`src/rtl/cv32e40p_tmr_vote_monitor_ft.sv`:
```
// TMR word-level voter with per-replica breakage counters and repair.
// Optional error log ports/registers when CV32E40P_FT_ERR_LOG_EN is defined.
module cv32e40p_tmr_vote_monitor_ft #(
    parameter int unsigned NSIG      = 3,
    parameter int unsigned W         = 1,
    parameter int unsigned INCREMENT = 4,
    parameter int unsigned DECREMENT = 1,
    parameter int unsigned THRESHOLD = 32,
    parameter int unsigned COUNT_BIT = 6
) (
    input  logic                  clk,
    input  logic                  rst,
    input  logic [3*NSIG*W-1:0]   to_vote_i,
    output logic [NSIG*W-1:0]     voted_o,
    input  logic [2:0]            set_broken_i,
    input  logic [2:0]            clr_broken_i,
    output logic [2:0]            is_broken_o,
    output logic                  err_detected_o,
    output logic                  err_corrected_o,
    output logic                  uncorrectable_o
`ifdef CV32E40P_FT_ERR_LOG_EN
    ,
    input  logic                  err_log_clr_i,
    output logic                  err_log_valid_o,
    output logic [((NSIG>1)?$clog2(NSIG):1)-1:0] err_log_sig_o,
    output logic [1:0]            err_log_rep_o,
    output logic [15:0]           err_count_o
`endif
);

    localparam int unsigned LW = (NSIG > 1) ? $clog2(NSIG) : 1;
    localparam logic [COUNT_BIT-1:0] CMAX  = '1;
    localparam logic [COUNT_BIT-1:0] INC_C = COUNT_BIT'(INCREMENT);
    localparam logic [COUNT_BIT-1:0] DEC_C = COUNT_BIT'(DECREMENT);
    localparam logic [COUNT_BIT-1:0] THR_C = COUNT_BIT'(THRESHOLD);

    logic [2:0]           brk_q, brk_d;
    logic [COUNT_BIT-1:0] cnt_q [3];
    logic [COUNT_BIT-1:0] cnt_d [3];
    logic [2:0]           blk_err;
    logic [NSIG-1:0]      sig_mis;
    logic [W-1:0]         a, b, c, v;

    assign is_broken_o = brk_q;

    always_comb begin
        voted_o        = '0;
        err_detected_o = 1'b0;
        uncorrectable_o = 1'b0;
        blk_err        = '0;
        sig_mis        = '0;
        a = '0;
        b = '0;
        c = '0;
        v = '0;
        for (int s = 0; s < NSIG; s++) begin
            a = to_vote_i[s*W +: W];
            b = to_vote_i[(NSIG+s)*W +: W];
            c = to_vote_i[(2*NSIG+s)*W +: W];
            v = a;
            case (brk_q)
                3'b000: begin
                    if (a == b || a == c) v = a;
                    else if (b == c)      v = b;
                    if (a != b || a != c) begin
                        err_detected_o = 1'b1;
                        if (a != b && a != c && b != c) begin
                            uncorrectable_o = 1'b1;
                        end else begin
                            // only signals with a majority attribute blame
                            sig_mis[s] = 1'b1;
                            blk_err[0] = blk_err[0] | (a != v);
                            blk_err[1] = blk_err[1] | (b != v);
                            blk_err[2] = blk_err[2] | (c != v);
                        end
                    end
                end
                3'b001: begin
                    v = b;
                    if (b != c) begin
                        err_detected_o  = 1'b1;
                        uncorrectable_o = 1'b1;
                    end
                end
                3'b010: begin
                    v = a;
                    if (a != c) begin
                        err_detected_o  = 1'b1;
                        uncorrectable_o = 1'b1;
                    end
                end
                3'b100: begin
                    v = a;
                    if (a != b) begin
                        err_detected_o  = 1'b1;
                        uncorrectable_o = 1'b1;
                    end
                end
                3'b011:  v = c;
                3'b101:  v = b;
                3'b110:  v = a;
                default: begin
                    v = a;
                    uncorrectable_o = 1'b1;
                end
            endcase
            voted_o[s*W +: W] = v;
        end
    end

    assign err_corrected_o = err_detected_o & ~uncorrectable_o;

    always_comb begin
        for (int r = 0; r < 3; r++) begin
            brk_d[r] = brk_q[r];
            cnt_d[r] = cnt_q[r];
            if (set_broken_i[r]) begin
                brk_d[r] = 1'b1;
            end else if (clr_broken_i[r]) begin
                brk_d[r] = 1'b0;
                cnt_d[r] = '0;
            end else if (!brk_q[r]) begin
                if (blk_err[r]) begin
                    cnt_d[r] = (cnt_q[r] > CMAX - INC_C) ? CMAX
                                                         : cnt_q[r] + INC_C;
                end else begin
                    cnt_d[r] = (cnt_q[r] < DEC_C) ? '0 : cnt_q[r] - DEC_C;
                end
                if (cnt_d[r] >= THR_C) brk_d[r] = 1'b1;
            end
        end
    end

    always_ff @(posedge clk) begin
        if (rst) begin
            brk_q <= '0;
            for (int r = 0; r < 3; r++) cnt_q[r] <= '0;
        end else begin
            brk_q <= brk_d;
            for (int r = 0; r < 3; r++) cnt_q[r] <= cnt_d[r];
        end
    end

`ifdef CV32E40P_FT_ERR_LOG_EN
    logic          log_valid_q;
    logic [LW-1:0] log_sig_q, first_sig;
    logic [1:0]    log_rep_q, first_rep;
    logic [15:0]   log_cnt_q;

    always_comb begin
        first_sig = '0;
        for (int s = NSIG - 1; s >= 0; s--) begin
            if (sig_mis[s]) first_sig = LW'(s);
        end
        if (blk_err[0])      first_rep = 2'd0;
        else if (blk_err[1]) first_rep = 2'd1;
        else                 first_rep = 2'd2;
    end

    always_ff @(posedge clk) begin
        if (rst || err_log_clr_i) begin
            log_valid_q <= 1'b0;
            log_sig_q   <= '0;
            log_rep_q   <= '0;
            log_cnt_q   <= '0;
        end else begin
            if (!log_valid_q && |blk_err) begin
                log_valid_q <= 1'b1;
                log_sig_q   <= first_sig;
                log_rep_q   <= first_rep;
            end
            if (err_corrected_o && log_cnt_q != 16'hFFFF) begin
                log_cnt_q <= log_cnt_q + 16'd1;
            end
        end
    end

    assign err_log_valid_o = log_valid_q;
    assign err_log_sig_o   = log_sig_q;
    assign err_log_rep_o   = log_rep_q;
    assign err_count_o     = log_cnt_q;
`else
    logic unused_lw;
    assign unused_lw = (LW == 0);
`endif

endmodule

```
`config.mk`:
```
export PLATFORM = sky130hd
export DESIGN_NAME = cv32e40p_tmr_vote_monitor_ft
export DESIGN_NICKNAME = d
export VERILOG_FILES = /design/src/rtl/cv32e40p_tmr_vote_monitor_ft.sv
export SDC_FILE = /design/constraint.sdc
export NUM_CORES = 1
export LEC_CHECK = 0
export ABC_AREA = 0
export CAP_MARGIN = 10
export CORE_ASPECT_RATIO = 1.1
export CORE_MARGIN = 2
export CORE_UTILIZATION = 30
export DETAILED_ROUTE_END_ITERATION = 16
export PLACE_DENSITY = 0.57
export SYNTH_ARGS = -nofsm -noshare
export SYNTH_HDL_FRONTEND = slang
export SYNTH_SLANG_ARGS = --single-unit
export TNS_END_PERCENT = 50
```
`constraint.sdc`:
```
create_clock -name clk -period 2.8 [get_ports clk]
set_clock_uncertainty 0.15 [all_clocks]
set_input_delay 0.84 -clock clk [delete_from_list [all_inputs] [get_ports clk]]
set_output_delay 0.84 -clock clk [all_outputs]
set_load 0.05 [all_outputs]
```
==> run metrics, run 1 <==
standard-cell rows 33; Setup-failing EPs final 5; R2R cell count 7; HPWL after detailed placement 4.75 mm; Setup CP Type input port to output port; worst path arrival time 1.99 ns; critical path cell sequence buf_8 -> or3_1 -> a22oi_2 -> a21boi_4 -> o21bai_4 -> buf_6; Crit Path Max Fanout 4; Hold/Removal Path Class register to register; Detailed Route Iter0 Violations 69; Final period util 1.06; Bufs on Longest Clock Path 2; Post-Synth XOR/XNOR Area 0.0425; Max stage delay cell, worst path or3_1; Final ANT Viol Nets 0; Max-slew headroom 0.623; worst slack, placed -0.697 ns; cell area after layout 3020 µm²; All-Layer GR Usage 0.151; failing checks negative setup slack; Clk network pwr share 0.163; Design Power 1.27 mW; total wire length 6.08 mm; CTS H-Tree Depth 1; Flop pwr share 0.288; maxcap violations 0; Mapped Area 2270 µm²; Power Internal 0.744 mW; Die Y 95.2 µm; Most used DFF post-synth dfxtp_1; GPL Wtd Cong 0.780; Port Buffers 25; share of cells above drive strength 1 0.247; Distinct cells, synth 64; mux contribution to synthesized area 0.0458; Worst Hold Path Cells 2; Yosys top cell area share 0.185; Post-Synthesis Mean Instance Area 7.46 µm²; logic gate share of total power 0.549; initial antenna violation count 0; core box area 7390 µm²; dpl cells 434; WL/cell 13.9 µm; Mapped Cells 304; asr flop ratio synth 0; clock network latency to the later pin of the worst-skew pair 0.26 ns; Reg clk slew, reported paths 0.08 ns; Worst Path Required 1.81 ns; Syn Nets 336; placed cell areas 2900 µm²; Fin Hold WS 0.366 ns; first-pass GRT wire length 10.3 mm; fill count 765; I/O pin total 26; RSZ-0062 raised after global routing true; vias per cell 5.44; largest family of logic cells by synthesized area compound AO/OA/AOI/OAI gates; Post-route DRC 0; first drt pass iteration count 4; Slew Limit Fails 0; Worst-Margin Slew 0.564 ns; Die Wd 86.9 µm; Max Fclk 336 MHz; Commonest cells post-synth 23 x nor2_1, 22 x inv_1, 22 x nand2_1; most frequent cell after synthesis nor2_1; fin crit period 2.98 ns; compound-gate portion of the synthesized area 0.295; Die ar. 8270 µm²; worst setup margin -0.175 ns; Post-synth EDFFs 0; CTS Sinks 21; vias in the first global route 2292; Synth Area in Adders 0.0828; CTS Root Cell clkbuf_8; PD cells 420 nW/µm²; diodes inserted 0; Final #Nets 385; Final Hold Viols 0; crit end category output port; Ys Warns 0; Static Leak 1.23 nW; run status finished with violations; Net Sw Frac 0.414; via count 2389; Worst path max stage delay 0.37 ns; Worst setup SP type input port; area delta synth->final 33.3%; Non-Filler Instances 439; switching power 0.526 mW; ranking of synthesized cells by area dfxtp_1 19%, ha_1 8.3%, a21oi_1 4.0%; Initial Util 0.307; Yosys reg bits 21; gr ovfl total 0; sequential share of the synthesized area 0.185; CTS tree done; Synth Area in Simple Gates 0.265; leading area contributor after synthesis dfxtp_1; Inserted Clock Buffers 3; VDD IR max 0.174 mV; pin count of the biggest net entering global routing 14
## power groups by stage
stage / combinational [mW] / sequential (mW) / clock (mW)
finish: 0.698 / 0.366 / 0.207
global route: 0.758 / 0.372 / 0.230
CTS: 0.685 / 0.365 / 0.217
detailed placement: 0.672 / 0.372 / 0
global placement: 0.666 / 0.372 / 0
floorplan: 0.456 / 0.370 / 0
## state kept, by name, indices dropped and copies added, names as in the netlist
signal / flops
cnt_q: 18
is_broken_o: 3
## cells in the final DEF (no fill, tap or decap), types with 3 or more instances in the layout
cell | Yosys | layout
o21ai_0 | 10 | 9
a21oi_1 | 18 | 16
nand4_1 | 3 | 3
nand3b_1 | 3 | 3
nor2_1 | 23 | 22
o22ai_1 | 5 | 4
nor3_1 | 10 | 10
buf_4 | 1 | 38
a32o_1 | 4 | 4
o2111ai_1 | 3 | 3
nand3_1 | 12 | 12
nand2b_1 | 7 | 7
o21ai_1 | 10 | 11
or3b_1 | 3 | 3
clkbuf_8 | 0 | 3
xnor2_1 | 4 | 3
a221oi_1 | 5 | 3
mux2i_1 | 7 | 7
xor2_1 | 7 | 7
inv_1 | 22 | 22
dfxtp_1 | 21 | 19
buf_12 | 0 | 3
or3_1 | 4 | 3
clkdlybuf4s50_1 | 0 | 9
o21a_1 | 4 | 4
nand2_1 | 22 | 22
o31ai_1 | 3 | 3
ha_1 | 15 | 15
o211ai_1 | 5 | 5
nor4_1 | 6 | 5
buf_6 | 3 | 9
and2_1 | 3 | 3
## layer usage
layer  share of wire  GRT usage  vias up
met5               0          0        -
met4          0.0062     0.0247        0
met3           0.024     0.0208        2
met2            0.49      0.270       35
met1            0.48      0.194     1134
li1                -          -     1218
## timing repair
action                     4_1_cts  5_1_grt
setup endpoints to repair        7        6
gates resized for setup         53       16
hold buffers                     0        0
pin swaps                        9       11
setup buffers                    1        0
## logic make-up after synthesis
family	count (synthesis)
mux	10
simple gates	111
flops	21
buf+inv	42
xor+xnor	11
fa+ha+maj	15
compound gates	94
## per-stage QoR
| stage | TNS (ns) | util |
|---|---|---|
| CTS | -0.790 | 0.401 |
| detailed placement | -7.72 | 0.392 |
| finish | -0.574 | 0.409 |
| global route | -0.788 | 0.409 |
| floorplan | -0.270 | - |
| global placement | -7.09 | 0.392 |
## final cells by class
class / count / area [µm²] / area share
clock buffers: 4 / 45.0 / 0.0149
inverters: 24 / 90.1 / 0.0298
multi-input cells: 241 / 1780 / 0.590
flip-flops and latches: 21 / 423 / 0.140
well taps: 87 / 109 / 0.0360
repair buffers: 62 / 572 / 0.189
## worst max-delay path: cells and delay by family
kind	cells	cell delay [ns]
AO/OA/AOI/OAI	3	0.52
buffers and inverters	2	0.25
AND/OR/NAND/NOR	1	0.37
## path summary, 6_finish.rpt
kind,start,to,slack (ns)
worst max register to register,cnt_q[0][8]$_SDFFE_PP0P_,cnt_q[0][9]$_SDFFE_PP0P_,0.84
worst max-delay path,to_vote_i[8],err_detected_o,-0.18
worst min register to register,cnt_q[0][0]$_SDFFE_PP0P_,cnt_q[0][0]$_SDFFE_PP0P_,0.37
worst min-delay path,cnt_q[0][0]$_SDFFE_PP0P_,cnt_q[0][0]$_SDFFE_PP0P_,0.37
Note: power is estimated with default switching activity, not from simulation.
==> run 2, diff against run 1 <==
CORE_UTILIZATION = 45   (was 30)
PLACE_DENSITY = 0.75   (was 0.57)
==> run metrics, run 2 (same netlist as run 1, synthesis figures left out) <==
run status finished with violations (unchanged); failing checks negative setup slack (unchanged); Die ar. 5620 µm² (was 8270 µm²); core box area 4930 µm² (was 7390 µm²); Layout Utilization 0.626 (was 0.409); Inserted Clock Buffers 3 (unchanged); Post-CTS Hold Buffers 0 (unchanged); Multi-input gate area 1860 µm² (was 1780 µm²); Setup CP Type input port to output port (unchanged); Setup-failing EPs final 5 (unchanged); HPWL after detailed placement 4.39 mm (was 4.75 mm); Clk network pwr share 0.158 (was 0.163); Bufs on Longest Clock Path 2 (unchanged); Top Usage Layer GRT met2 (unchanged); Die Wd 71.7 µm (was 86.9 µm); Seq. cell area 423 µm² (unchanged); Slew Limit Fails 0 (unchanged); CTS H-Tree Depth 1 (unchanged); diodes inserted 0 (unchanged); most common cell after layout, fill and taps aside buf_4 (unchanged); Initial Util 0.460 (was 0.307); WL/cell 14.5 µm (was 13.9 µm); placed cell areas 2850 µm² (was 2900 µm²); Final #Nets 385 (unchanged); pin count of the biggest net entering global routing 14 (unchanged); All-Layer GR Usage 0.214 (was 0.151); met1 usage 0.273 (was 0.194); Post-route DRC 0 (unchanged); Worst Path Required 1.81 ns (about the same); met2 GRT Util 0.372 (was 0.270); Static Leak 1.26 nW (was 1.23 nW); switching power 0.534 mW (was 0.526 mW); max reg flops 18 (unchanged); Worst setup SP type input port (unchanged); vias per cell 5.94 (was 5.44); fill count 416 (was 765); crit end category output port (unchanged); met3 Use GR 0.0244 (was 0.0208); GPL Wtd Cong 0.856 (was 0.780); Max-slew headroom 0.570 (was 0.623); PD cells 416 nW/µm² (was 420 nW/µm²); fin crit period 2.95 ns (was 2.98 ns); Die Y 78.4 µm (was 95.2 µm); Hold/Removal Path Class register to register (unchanged); Port Buffers 25 (unchanged); Final period util 1.05 (was 1.06); initial antenna violation count 0 (unchanged); worst path arrival time 1.96 ns (was 1.99 ns); gr ovfl total 0 (unchanged); largest register by flop count cnt_q (unchanged); worst slack, placed -0.676 ns (was -0.697 ns); Worst path max stage delay 0.38 ns (was 0.37 ns); Fin Setup TNS -0.428 ns (was -0.574 ns); via count 2434 (was 2389); clock network latency to the later pin of the worst-skew pair 0.27 ns (was 0.26 ns); vias in the first global route 2297 (was 2292); cell area after layout 3090 µm² (was 3020 µm²); first-pass GRT wire length 10.1 mm (was 10.3 mm); Power Internal 0.749 mW (was 0.744 mW); Reg clk slew, reported paths 0.07 ns (was 0.08 ns); VDD IR max 0.300 mV (was 0.174 mV); Crit Path Max Fanout 4 (unchanged); Net Sw Frac 0.416 (was 0.414); area delta synth->final 36.1% (was 33.3%); first drt pass iteration count 4 (unchanged); critical path cell sequence buf_8 -> or3_4 -> a22oi_2 -> a21boi_4 -> o21bai_4 -> buf_6 (was buf_8 -> or3_1 -> a22oi_2 -> a21boi_4 -> o21bai_4 -> buf_6); maxcap violations 0 (unchanged); standard-cell rows 27 (was 33); Final ANT Viol Nets 0 (unchanged); CTS Sinks 21 (unchanged); I/O pin total 26 (unchanged); Final Hold Viols 0 (unchanged); worst setup margin -0.148 ns (was -0.175 ns); Detailed Route Iter0 Violations 203 (was 69); share of cells above drive strength 1 0.276 (was 0.247); Worst-Margin Slew 0.643 ns (was 0.564 ns); Max stage delay cell, worst path or3_4 (was or3_1); most frequent cells in the layout 33 x buf_4, 22 x inv_1, 22 x nand2_1, 21 x nor2_1, 19 x dfxtp_1 (was 38 x buf_4, 22 x inv_1, 22 x nor2_1, 22 x nand2_1, 19 x dfxtp_1); total wire length 5.95 mm (was 6.08 mm); Max Fclk 339 MHz (was 336 MHz); logic gate share of total power 0.553 (was 0.549); CTS tree done (unchanged); Flop pwr share 0.288 (about the same); RSZ-0062 raised after global routing true (unchanged); CTS Root Cell clkbuf_8 (unchanged)
## run 2: cell types whose count changed in the layout (fill, tap and decap cells not counted), moves of 2 or more
cell     previous run  this run
a21oi_1            16        13
xor2_1              7         5
a21oi_2             1         3
buf_4              38        33
buf_8               2         5
xor2_2              0         2
## run 2: layout make-up
class,count,area share
Timing Repair Buffer,62,0.194
Multi-Input combinational cell,241,0.602
Clock buffer,4,0.0146
Tap cell,58,0.0235
Inverter,24,0.0292
Sequential cell,21,0.137
## run 2: per-stage QoR
stage | hold WS, ns | power (mW) | std cells
after floorplan | 0.322 | 0.826 | 304
after global placement | 0.347 | 1.02 | 404
after detailed placement | 0.346 | 1.03 | 404
after CTS | 0.355 | 1.26 | 410
after global routing | 0.402 | 1.37 | 410
final | 0.353 | 1.28 | 410
## run 2: what timing repair did
item / CTS / global route
endpoints found under the setup margin: 10 / 6
gates resized for setup: 60 / 28
setup buffers: 3 / 1
pin swaps: 11 / 12
## run 2: path summary, 6_finish.rpt
kind | from | endpoint | slack, ns | depth (start not counted)
setup reg to reg | is_broken_o[1]$_SDFF_PP0_ | cnt_q[0][5]$_SDFFE_PP0P_ | 0.78 | 7
setup / recovery | to_vote_i[5] | err_detected_o | -0.15 | 6
hold / removal | cnt_q[0][0]$_SDFFE_PP0P_ | cnt_q[0][0]$_SDFFE_PP0P_ | 0.35 | 2
hold reg to reg | cnt_q[0][0]$_SDFFE_PP0P_ | cnt_q[0][0]$_SDFFE_PP0P_ | 0.35 | 2
## run 2: routing by layer
| layer | wire length [µm] | vias to the layer above |
|---|---|---|
| met5 | 0 | - |
| met4 | 70 | 0 |
| met3 | 214 | 7 |
| met2 | 2950 | 59 |
| met1 | 2720 | 1148 |
| li1 | - | 1220 |
## run 2: worst max-delay path, delay by kind of cell
family                 cells  cell delay (ns)
AO/OA/AOI/OAI              3             0.48
AND/OR/NAND/NOR            1             0.38
buffers and inverters      2             0.25
## run 2: power groups by stage
stage                     logic (mW)  clock network [mW]  registers, mW
after CTS                      0.681               0.210          0.369
after floorplan                0.456                   0          0.370
after detailed placement       0.657                   0          0.376
after global placement         0.646                   0          0.375
final                          0.710               0.203          0.370
after global routing           0.772               0.220          0.377
==> run 3, diff against run 2 <==
SLEW_MARGIN = 20   (was not set)
==> results of run 3 <==
The final DEF is identical to that of run 2; final timing and power are the same.
